==> config.mk <==
export PLATFORM = sky130hd
export DESIGN_NAME = wb_dbg_bridge
export DESIGN_NICKNAME = d
export VERILOG_FILES = /design/src/rtl/wb_dbg_pkg.sv /design/src/rtl/wb_dbg_bridge.sv
export SDC_FILE = /design/constraint.sdc
export NUM_CORES = 1
export LEC_CHECK = 0
export ABC_AREA = 1
export CORE_ASPECT_RATIO = 0.6
export CORE_UTILIZATION = 25
export CTS_CLUSTER_DIAMETER = 120
export CTS_CLUSTER_SIZE = 30
export DETAILED_ROUTE_END_ITERATION = 7
export PLACE_DENSITY = 0.48
export SYNTH_ARGS = -nofsm -noshare
export SYNTH_HDL_FRONTEND = slang
export SYNTH_SLANG_ARGS = --single-unit
==> constraint.sdc <==
create_clock -name clk_i -period 1.7 [get_ports clk_i]
set_clock_uncertainty 0.05 [all_clocks]
set_input_delay 0.34 -clock clk_i [delete_from_list [all_inputs] [get_ports clk_i]]
set_output_delay 0.34 -clock clk_i [all_outputs]
set_load 0.03 [all_outputs]
==> src/rtl/wb_dbg_pkg.sv <==
// wb_dbg_pkg: command/status codes and FSM states shared by the debug bridge.
package wb_dbg_pkg;
    localparam logic [7:0] CMD_WRITE  = 8'h01;
    localparam logic [7:0] CMD_READ   = 8'h02;
    localparam logic [7:0] ST_OK      = 8'hA5;
    localparam logic [7:0] ST_TIMEOUT = 8'hEE;
    localparam logic [7:0] ST_BADCMD  = 8'hE1;
    typedef enum logic [2:0] {IDLE, ADDR, DATA, BUS, RESP} state_t;
endpackage

==> src/rtl/wb_dbg_bridge.sv <==
// wb_dbg_bridge: decodes UART byte commands into single Wishbone read/write cycles
// and streams the status plus read data back as bytes.
module wb_dbg_bridge
    import wb_dbg_pkg::*;
#(
    parameter int WB_ADDR_WIDTH = 32,
    parameter int WB_DATA_WIDTH = 32,
    parameter int ACK_TIMEOUT   = 255,
    parameter int RX_TIMEOUT    = 100000
) (
    input  logic                     clk_i,
    input  logic                     rst_i,
    input  logic [7:0]               rx_data_i,
    input  logic                     rx_valid_i,
    output logic [7:0]               tx_data_o,
    output logic                     tx_valid_o,
    input  logic                     tx_ready_i,
    output logic [WB_ADDR_WIDTH-1:0] wb_addr_o,
    output logic [WB_DATA_WIDTH-1:0] wb_data_o,
    output logic                     wb_we_o,
    output logic [3:0]               wb_sel_o,
    output logic                     wb_cyc_o,
    output logic                     wb_stb_o,
    input  logic                     wb_ack_i,
    input  logic [WB_DATA_WIDTH-1:0] wb_data_i,
    output logic                     busy_o,
    output logic                     rx_overrun_o
);
    localparam int ACK_W = $clog2(ACK_TIMEOUT + 1);
    localparam int RX_W  = $clog2(RX_TIMEOUT + 1);

    state_t                   state, state_n;
    logic [1:0]               bcnt;
    logic [WB_ADDR_WIDTH-1:0] addr;
    logic [WB_DATA_WIDTH-1:0] dat;
    logic                     is_read;
    logic [ACK_W-1:0]         acnt;
    logic [RX_W-1:0]          rcnt;
    logic [2:0]               tx_left;
    logic                     tx_fire, ack_to, rx_to, rx_phase;

    assign tx_fire   = tx_valid_o && tx_ready_i;
    assign ack_to    = acnt == ACK_W'(ACK_TIMEOUT);
    assign rx_to     = rcnt == RX_W'(RX_TIMEOUT - 1);
    assign rx_phase  = state == ADDR || state == DATA;
    assign wb_addr_o = addr & ~WB_ADDR_WIDTH'(3);
    assign wb_data_o = dat;

    always_comb begin
        state_n = state;
        case (state)
            IDLE: if (rx_valid_i) state_n = (rx_data_i == CMD_WRITE || rx_data_i == CMD_READ) ? ADDR : RESP;
            ADDR: if (rx_valid_i && bcnt == 2'd3) state_n = is_read ? BUS : DATA;
                  else if (!rx_valid_i && rx_to) state_n = IDLE;
            DATA: if (rx_valid_i && bcnt == 2'd3) state_n = BUS;
                  else if (!rx_valid_i && rx_to) state_n = IDLE;
            BUS:  if (wb_ack_i || ack_to) state_n = RESP;
            RESP: if (tx_fire && tx_left == 3'd0) state_n = IDLE;
            default: state_n = IDLE;
        endcase
    end

    always_ff @(posedge clk_i or negedge rst_i) begin
        if (!rst_i) begin
            state        <= IDLE;
            bcnt         <= '0;
            addr         <= '0;
            dat          <= '0;
            is_read      <= 1'b0;
            acnt         <= '0;
            rcnt         <= '0;
            tx_left      <= '0;
            tx_data_o    <= '0;
            tx_valid_o   <= 1'b0;
            wb_we_o      <= 1'b0;
            wb_sel_o     <= '0;
            wb_cyc_o     <= 1'b0;
            wb_stb_o     <= 1'b0;
            busy_o       <= 1'b0;
            rx_overrun_o <= 1'b0;
        end else begin
            state        <= state_n;
            rx_overrun_o <= rx_valid_i && (state == BUS || state == RESP);
            rcnt         <= (rx_valid_i || !rx_phase) ? '0 : rcnt + 1'b1;
            acnt         <= (state == BUS) ? acnt + 1'b1 : '0;
            bcnt         <= (state_n == IDLE) ? 2'd0 : (rx_valid_i && rx_phase) ? bcnt + 2'd1 : bcnt;
            if (state == IDLE && rx_valid_i)
                is_read <= rx_data_i == CMD_READ;
            if (state == ADDR && rx_valid_i)
                addr <= {rx_data_i, addr[WB_ADDR_WIDTH-1:8]};
            // dat doubles as write-data shifter, read-data latch and tx shifter
            if (state == DATA && rx_valid_i)
                dat <= {rx_data_i, dat[WB_DATA_WIDTH-1:8]};
            else if (state == BUS && wb_ack_i)
                dat <= wb_data_i;
            else if (state == RESP && tx_fire)
                dat <= {8'h00, dat[WB_DATA_WIDTH-1:8]};
            wb_cyc_o <= state_n == BUS;
            wb_stb_o <= state_n == BUS;
            wb_we_o  <= state_n == BUS && !is_read;
            wb_sel_o <= (state_n == BUS) ? 4'hF : 4'h0;
            busy_o   <= state_n != IDLE;
            if (state_n == RESP && state != RESP) begin
                tx_valid_o <= 1'b1;
                tx_data_o  <= (state == IDLE) ? ST_BADCMD : wb_ack_i ? ST_OK : ST_TIMEOUT;
                tx_left    <= (state == BUS && wb_ack_i && is_read) ? 3'd4 : 3'd0;
            end else if (tx_fire) begin
                tx_valid_o <= tx_left != 3'd0;
                tx_data_o  <= dat[7:0];
                tx_left    <= (tx_left != 3'd0) ? tx_left - 3'd1 : 3'd0;
            end
        end
    end
endmodule
# Word-level counts from Yosys, hierarchy flattened
# Cells that the tools add are included.
# W data, S select, Z words.
word_totals:
  in_bits: 45
  reg_bits: 115
  out_inout_bits: 82
classes:
  reduce_logical: 30
  add_sub_neg: 4
  n_mux: 27
  n_eq_ne: 12
op_table:
  columns: ["operator", "count"]
  rows:
  - ["$mux W32", 3]
  - ["$mux W3", 11]
  - ["$mux W8", 3]
  - ["$add A17 B1 Y17 const B", 1]
  - ["$eq A17 B17 Y1 const B", 1]
  - ["$mux W17", 1]
  - ["$pmux W3 S5", 1]
  - ["$logic_and A1 B1 Y1", 14]
  - ["$mux W7", 2]
  - ["$eq A3 B2 Y1 const B", 3]
  - ["$logic_not A3 Y1", 3]
  - ["$reduce_bool A3 Y1", 3]
  - ["$add A8 B1 Y8 const B", 1]
  - ["$eq A8 B1 Y1 const B", 1]
  - ["$eq A8 B2 Y1 const B", 1]
  - ["$eq A8 B8 Y1 const B", 1]
  - ["$eq A3 B3 Y1 const B", 2]
  - ["$logic_or A1 B1 Y1", 5]
  - ["$mux W2", 2]
  - ["$mux W4", 1]
  - ["$reduce_bool A2 Y1", 2]
  - ["$eq A3 B1 Y1 const B", 1]
  - ["$logic_not A1 Y1", 3]
  - ["$mux W1", 3]
  - ["other kinds (4)", 4]

# Longest topological paths before layout
# Gate-level depths: netlist of run 1.
depth:
  ltp_word: 8
  mapped_depth: 12
  depth_no_buf: 12

# Worst setup path before layout of run 1
# No wires, ideal clock.
synth_timing:
  path_type: "register to register"
  startpoint: "reg state[2]"
  endpoint: "reg dat[10] (netlist: wb_data_o[10])"
  path_buffers: 2
  setup_time_ns: 0.126
  period_less_slack_ns: 1.628
  arrival_ns: 1.452
  required_time_ns: 1.524
  slack_ns: 0.072
  path_stages_with_launch: 9
  path_cell_list: "dfrtp_1 nor3_1 nand2_2 o21ai_1 nor2_4 inv_2 buf_6 buf_6 a31oi_1"
synth_between:
  elab_chain_cells: 4
synth_rtl:
  columns: ["element", "line_no", "source"]
  rows:
  - ["start, declared", "wb_dbg_bridge.sv:32", "state_t state, state_n;"]
  - ["start signal, assigned", "wb_dbg_bridge.sv:82", "state <= state_n;"]
  - ["$eq A3 B2 Y1", "wb_dbg_bridge.sv:94", "else if (state == BUS && wb_ack_i)"]
  - ["$logic_and A1 B1 Y1", "wb_dbg_bridge.sv:94", null]
  - ["$mux W32", "wb_dbg_bridge.sv:94", null]
  - ["$mux W32", "wb_dbg_bridge.sv:92", "if (state == DATA && rx_valid_i)"]
  - ["end signal, assigned", "wb_dbg_bridge.sv:93", "dat <= {rx_data_i, dat[WB_DATA_WIDTH-1:8]};"]
  - ["end signal, assigned", "wb_dbg_bridge.sv:95", "dat <= wb_data_i;"]
  - ["end signal, assigned", "wb_dbg_bridge.sv:97", "dat <= {8'h00, dat[WB_DATA_WIDTH-1:8]};"]
  - ["end, declared", "wb_dbg_bridge.sv:35", "logic [WB_DATA_WIDTH-1:0] dat;"]
# Several ways; a longest one is shown, not always the timed one.
# A chain may end at the register's enable or synchronous reset.

# Worst setup path after layout of run 1
layout_timing:
  startpoint: "reg acnt[1]"
  endpoint: "reg tx_data_o[2]"
layout_between:
  elab_chain_cells: 7
layout_rtl:
  columns: ["element", "line_no", "source"]
  rows:
  - ["start, declared", "wb_dbg_bridge.sv:37", "logic [ACK_W-1:0] acnt;"]
  - ["start signal, assigned", "wb_dbg_bridge.sv:85", "acnt <= (state == BUS) ? acnt + 1'b1 : '0;"]
  - ["$eq A8 B8 Y1 (*)", "wb_dbg_bridge.sv:43", "assign ack_to = acnt == ACK_W'(ACK_TIMEOUT);"]
  - ["$logic_or A1 B1 Y1 (*)", "wb_dbg_bridge.sv:57", "BUS: if (wb_ack_i || ack_to) state_n = RESP;"]
  - ["$mux W3 (*)", "wb_dbg_bridge.sv:57", null]
  - ["$pmux W3 S5 (*)", "wb_dbg_bridge.sv:51", "case (state)"]
  - ["$eq A3 B3 Y1 (*)", "wb_dbg_bridge.sv:103", "if (state_n == RESP && state != RESP) begin"]
  - ["$logic_and A1 B1 Y1 (*)", "wb_dbg_bridge.sv:103", null]
  - ["$mux W8 or $reduce_bool A2 Y1 (tied branches)", null, null]
  - ["end signal, assigned", "wb_dbg_bridge.sv:105", "tx_data_o <= (state == IDLE) ? ST_BADCMD : wb_ack_i ? ST_OK : ST_TIMEOUT;"]
  - ["end signal, assigned", "wb_dbg_bridge.sv:109", "tx_data_o <= dat[7:0];"]
  - ["end, declared", "wb_dbg_bridge.sv:15", "output logic [7:0] tx_data_o,"]
# Every way passes the cells marked *; elsewhere a longest branch is shown, timed or not.

==> results.yml, run 1 <==
status:
  status: "complete, no violations"
timing:
  fin_hold_ws_ps: 344.9
  fin_tns_setup_ps: 0
  fin_crit_sh_pct: 96.78
  min_period_ps: 1645
  max_freq_mhz: 607.8
  drv_slew: 0
  setup_viol: 0
  hold_viol_final: 0
  rsz0062_at_grt: "yes"
drt:
  drt_pass1_iterations: 5
  drc: 0
  wl_per_cell_um: 13.67
  drt-vias-per-instance: 4.313
  antenna_left: 0
  first_iter_violations: 181
  routed-via-count: 4421
  wl_um: 14020
floorplanning:
  die_width_um: 183.1
  start_util_pct: 25.72
  dieHeight_um: 110.7
  coreArea_um2: 19130
  ioPinCount: 127
  rows: 39
  dieArea_um2: 20260
worst_hold_path:
  whs_path_depth: 4
  worstHoldStart: "rx_data_i[6]"
  min_path_type: "in2reg"
setup_path:
  reg2reg_from: "acnt[1]$_DFF_PN0_"
  path_delay_family: "simple AND/OR/NAND/NOR gates"
  worst_setup_path_end_kind: "register"
  critPathRequiredTime_ps: 1870
  arrival_ps: 1820
  cp-start-kind: "register"
  cp.depth: 11
  reg2regPathDepth: 11
  crit_slowest_cell: "dfrtp_1"
  crit_chain: "ha_2, nand2_2, nor2_2, nand4_1, nand2_1, nand2_2, nand2_4, nor2_4, buf_6, nand2_1, nand3_1"
  slowest_delay_ps: 360
  cp_num_buf_inv: 1
  crit_fanout: 7
  crit_type: "reg2reg"
  crit_path_start: "acnt[1]$_DFF_PN0_"
cts:
  cts_buffers: 9
  cts-root-buf: "clkbuf_16"
  cts_tree: "yes"
  clk_latency_ps: 350
  htree_levels: 3
  cts_buffer_depth: 2
  cts.reportedPaths.clkPinSlew_ps: 80
  cts_sinks: 109
yosys:
  synthTopCellsByCount: "nand2_1, dfrtp_1, nor2_1"
  synth_ff_type: "dfrtp_1"
  ys_types: 32
  yosys_warnings: 0
  synth.cell_area_um2: 4920
  yosysMostFrequentCell: "nand2_1"
  netlist_instances: 577
  synth_seq_area_share_pct: 55.44
  synth.top_cell.area_share_pct: 55.44
  synth_async_sr_flop_share_pct: 100.0
  synth-edff-count: 0
  synth_area_leaders: "dfrtp_1, nand2_1, nor2_1, inv_1, o21ai_0"
  yosys.area.top_type: "dfrtp_1"
  synth_area_per_cell_um2: 8.526
  ys_ff_latch: 109
power_and_ir_drop:
  p_switching_mw: 3.340
  swShare_pct: 38.84
  pwr_density_cell_nw_per_um2: 1178
  power_frac_seq_pct: 40.6
  ir_worst_vdd_mv: 0.5986
  p_leak_nw: 3.520
  power_frac_clock_pct: 23.5
  p_comb_share_pct: 36.0
  internal_power_mw: 5.260
global_routing:
  grt_pass1_wl_um: 23610
  grt_pass1_vias: 4585
  grt-ovfl-total: 0
  grt_max_degree: 44
  grtUsageMet2_pct: 21.55
  globalRouteMet3Util_pct: 5.355
  top_usage_layer: "met2"
  antenna_found_initial: 2
  track_usage_pct: 14.64
  use_met1_pct: 20.59
final_layout:
  syn2layout_area_growth_pct: 48.35
  layout-drive-gt1-share_pct: 18.18
  antennaDiodeCount: 0
  final_core_util_pct: 38.15
  final_nets: 802
placed_design:
  portBuffers: 124
  gp_congestion: 0.8761
  hpwl_um: 10790
run:
  maxCapViolCount: 0
==> cell usage in the layout, fill, tap and decap left out, types with 2 or more instances in the layout <==
master,count
a21oi_1,25
a31oi_1,24
buf_12,10
buf_4,54
clkbuf_16,9
clkdlybuf4s50_1,41
conb_1,2
dfrtp_1,106
dfrtp_2,3
dlygate4sd2_1,80
dlymetal6s2s_1,2
inv_1,49
inv_2,8
inv_6,3
mux2_2,6
nand2_1,140
nand2_2,11
nand3_1,12
nand3_2,4
nand4_1,4
nor2_1,72
nor2_2,8
nor2_4,5
nor3_1,9
nor3_2,2
o211ai_1,7
o21ai_0,33
o21ai_1,3
xor2_1,5
==> final cells by class <==
class                           count  area [um2]
Fill cell                        2006       11830
Sequential cell                   109        2731
Multi-Input combinational cell    387        1968
Timing Repair Buffer              189        1763
Tap cell                          266       332.8
Clock buffer                       10       229.0
Inverter                           58       220.2
Clock inverter                      6       53.80
==> power by group through the flow <==
stage	logic, mW	registers (mW)	clock network [mW]
after floorplan	0.921	4.31	0
after global placement	3.33	3.55	0
after detailed placement	3.35	3.56	0
after CTS	3.07	3.49	2.10
after global routing	3.39	3.56	2.19
final	3.09	3.49	2.02
==> flip-flops by register name (all words and copies together) (netlist names) <==
| register | count |
|---|---|
| tx_valid_o | 1 |
| bcnt | 2 |
| state | 3 |
| tx_data_o | 8 |
| tx_left | 3 |
| wb_we_o | 1 |
| wb_data_o | 32 |
| rcnt | 17 |
| rx_overrun_o | 1 |
| busy_o | 1 |
| acnt | 8 |
| addr | 30 |
| wb_sel_o | 1 |
| is_read | 1 |
==> worst paths after layout <==
kind | end | slack (ps)
max | tx_data_o[2]$_DFFE_PN0P_ | 50
min | addr[30]$_DFFE_PN0P_ | 340
max reg2reg | tx_data_o[2]$_DFFE_PN0P_ | 50
min reg2reg | acnt[7]$_DFF_PN0_ | 430
max in group asynchronous | rcnt[2]$_DFF_PN0_ | 610
min in group asynchronous | wb_data_o[24]$_DFFE_PN0P_ | 420
==> worst min-delay path, cell delays in order <==
cell,delay (ps)
dlymetal6s2s_1,130
inv_2,60
buf_4,110
o21ai_0,70
==> stage by stage <==
stage          cells  worst slack (ps)  cell area [um2]  power [mW]
3_3_place_gp    1002            -370.1             6909       6.874
3_5_place_dp    1002            -406.1             6909       6.905
5_1_grt         1025            -123.1             7298       9.140
4_1_cts         1020            -10.83             7173       8.661
6_report        1025             54.81             7298       8.600
2_1_floorplan    578             71.53             4923       5.234
==> kinds of logic after synthesis <==
logic type | after synthesis | share of synthesized area (%)
and+or+nand+nor | 271 | 22.51
DFF | 109 | 55.44
AOI/OAI and AO/OA | 99 | 11.24
buffers and inverters | 82 | 7.502
muxes | 7 | 1.577
xor gates and xnor gates | 5 | 0.8901
adders and majority gates | 3 | 0.7631
other | 1 | 0.07622
==> per-layer routing <==
metal | vias to the layer above | wire [um]
li1 | 2217 | -
met1 | 2073 | 6937
met2 | 118 | 5872
met3 | 11 | 1096
met4 | 2 | 96
met5 | - | 13
==> timing repair <==
action                                 in CTS  in global routing
endpoints found under the hold margin      21                  0
hold buffers                                1                  0
buffers inserted                            1                  5
pin swaps                                   6                 15
gates resized for setup                    95                 36
gates cloned                                0                  0
setup endpoints to repair                  94                 47
Power figures use the tool's default switching activity.
==> run 2: changes to the inputs <==
--- a/config.mk
+++ b/config.mk
@@ -8,6 +8,7 @@
 export ABC_AREA = 1
 export CORE_ASPECT_RATIO = 0.6
 export CORE_UTILIZATION = 25
+export CTS_BUF_LIST = sky130_fd_sc_hd__clkbuf_4
 export CTS_CLUSTER_DIAMETER = 120
 export CTS_CLUSTER_SIZE = 30
 export DETAILED_ROUTE_END_ITERATION = 7
==> run 2 against run 1 <==
Effect of this change:
- first-iteration DRC count grew 7.2%
- hold slack lost 74 ps
- combinational power grew 13%
- highest routed layer unchanged
- sequential share of layout area shrank 0.64 points
- utilization grew 0.70 points
- wire length grew 5.5%
- register-to-register slack lost 40 ps
- clock-buffer cell count is the same
- flip-flop and latch count is the same
==> results.yml, run 2 (synthesis results as in run 1) <==
drt:
  routed-via-count: 4509
  first_iter_violations: 194
  wl_um: 14790
  drc: 0
  antenna_left: 0
  wl_per_cell_um: 14.21
  drt-vias-per-instance: 4.331
  drt_pass1_iterations: 4
final_layout:
  final_core_util_pct: 38.85
  largest_register_ffs: 32
  final_nets: 818
  layout_commonest_cell: "nand2_1"
  fin_cells: 1041
  final_cell_mix: "nand2_1, dfrtp_1, buf_4"
  syn2layout_area_growth_pct: 51.07
  layout-drive-gt1-share_pct: 32.00
  antennaDiodeCount: 0
  num-fill-cells: 1961
global_routing:
  antenna_found_initial: 2
  grt_pass1_wl_um: 23540
  globalRouteMet3Util_pct: 5.519
  grt-ovfl-total: 0
  grt_pass1_vias: 4563
  grt_max_degree: 44
  grtUsageMet2_pct: 21.32
  top_usage_layer: "met2"
  use_met1_pct: 20.64
  track_usage_pct: 14.56
cts:
  cts_sinks: 109
  htree_levels: 3
  cts_buffers: 9
  cts_buffer_depth: 2
  cts.reportedPaths.clkPinSlew_ps: 190
  cts-root-buf: "clkbuf_4"
  clk_latency_ps: 460
  cts_tree: "yes"
setup_path:
  crit_path_start: "acnt[1]$_DFF_PN0_"
  cp_common_cell: "nand2_2"
  crit_chain: "ha_2, nand2_2, nor2_2, nand4_1, nand2_1, nand2_2, nand2_4, nor2_4, buf_6, nand2_2, nand3_2"
  reg2regPathDepth: 11
  critPathRequiredTime_ps: 2010
  slowest_delay_ps: 390
  r2r_end: "tx_data_o[2]$_DFFE_PN0P_"
  rrSetupSlack_ps: 20
  reg2reg_from: "acnt[1]$_DFF_PN0_"
  crit_slowest_cell: "dfrtp_1"
  cp-start-kind: "register"
  worst_setup_path_end_kind: "register"
  arrival_ps: 1990
  crit_type: "reg2reg"
  crit_fanout: 7
  endpoint: "tx_data_o[2]$_DFFE_PN0P_"
timing:
  fin_hold_ws_ps: 270.9
  hold_viol_final: 0
  max_freq_mhz: 594.2
  fin_crit_sh_pct: 98.99
  drv_slew: 0
  fin_tns_setup_ps: 0
  setup_viol: 0
  min_period_ps: 1683
  rsz0062_at_grt: "yes"
placed_design:
  portBuffers: 124
  hpwl_um: 10790
  dpl.cell_count: 1002
  gp_congestion: 0.8761
power_and_ir_drop:
  p_total_mw: 8.313
  p_leak_nw: 3.454
  pwr_density_cell_nw_per_um2: 1119
  ir_worst_vdd_mv: 0.6179
floorplanning:
  dieHeight_um: 110.7
  dieArea_um2: 20260
  rows: 39
  start_util_pct: 25.72
  ioPinCount: 127
  coreArea_um2: 19130
  die_width_um: 183.1
run:
  maxCapViolCount: 0
worst_hold_path:
  min_path_type: "in2async"
status:
  status: "complete, no violations"
[run 2: worst min path at each step]
| stage | from | end | slack [ps] | depth (start not counted) |
|---|---|---|---|---|
| CTS | rst_i | wb_data_o[24]$_DFFE_PN0P_ | 250 | 2 |
| floorplan | rst_i | acnt[0]$_DFF_PN0_ | -6 | 0 |
| finish | rst_i | wb_data_o[24]$_DFFE_PN0P_ | 270 | 2 |
| detailed placement | rst_i | addr[26]$_DFFE_PN0P_ | 250 | 1 |
| global placement | rst_i | addr[26]$_DFFE_PN0P_ | 240 | 1 |
| global route | rst_i | wb_data_o[24]$_DFFE_PN0P_ | 240 | 2 |
[run 2: worst max-delay path: cells and delay by family (launching register included)]
kind	cells	cell delay [ps]
and+or+nand+nor	9	820
DFF	1	390
adders and majority gates	1	200
buffers and inverters	1	130
[run 2: stage by stage]
step,setup slack [ps],area [um2]
after detailed placement,-406.1,6909
after CTS,0.2278,7139
after global routing,-138.9,7432
after floorplan,71.53,4923
final,17.11,7432
after global placement,-370.1,6909
[run 2: routing by layer]
metal,wire length (um),up-vias
li1,-,2249
met1,7457,2131
met2,6218,119
met3,1046,8
met4,56,2
met5,13,-
[run 2: timing repair]
item / CTS / global route
pin swaps: 5 / 28
resized for setup: 184 / 148
cloned: 0 / 6
buffers inserted: 2 / 14
endpoints found under the setup margin: 106 / 103
endpoints found under the hold margin: 21 / 0
hold buffers: 1 / 0
[run 2: power breakdown]
part	switching [mW]	leakage [nW]	total (mW)	internal [mW]
Sequential	0.472	1.38	3.54	3.07
Clock	0.920	0.0699	1.27	0.348
Combinational	2.07	2.01	3.50	1.43
Total	3.46	3.45	8.31	4.85
[run 2: final cells by class]
type                    instances  area, um2  area share, %
clock buffers                  10      75.07          1.010
clock inverters                 6      53.80         0.7239
inverters                      58      225.2          3.030
multi-input cells             387       2087          28.08
flip-flops and latches        109       2734          36.78
well taps                     266      332.8          4.478
repair buffers                205       1924          25.89
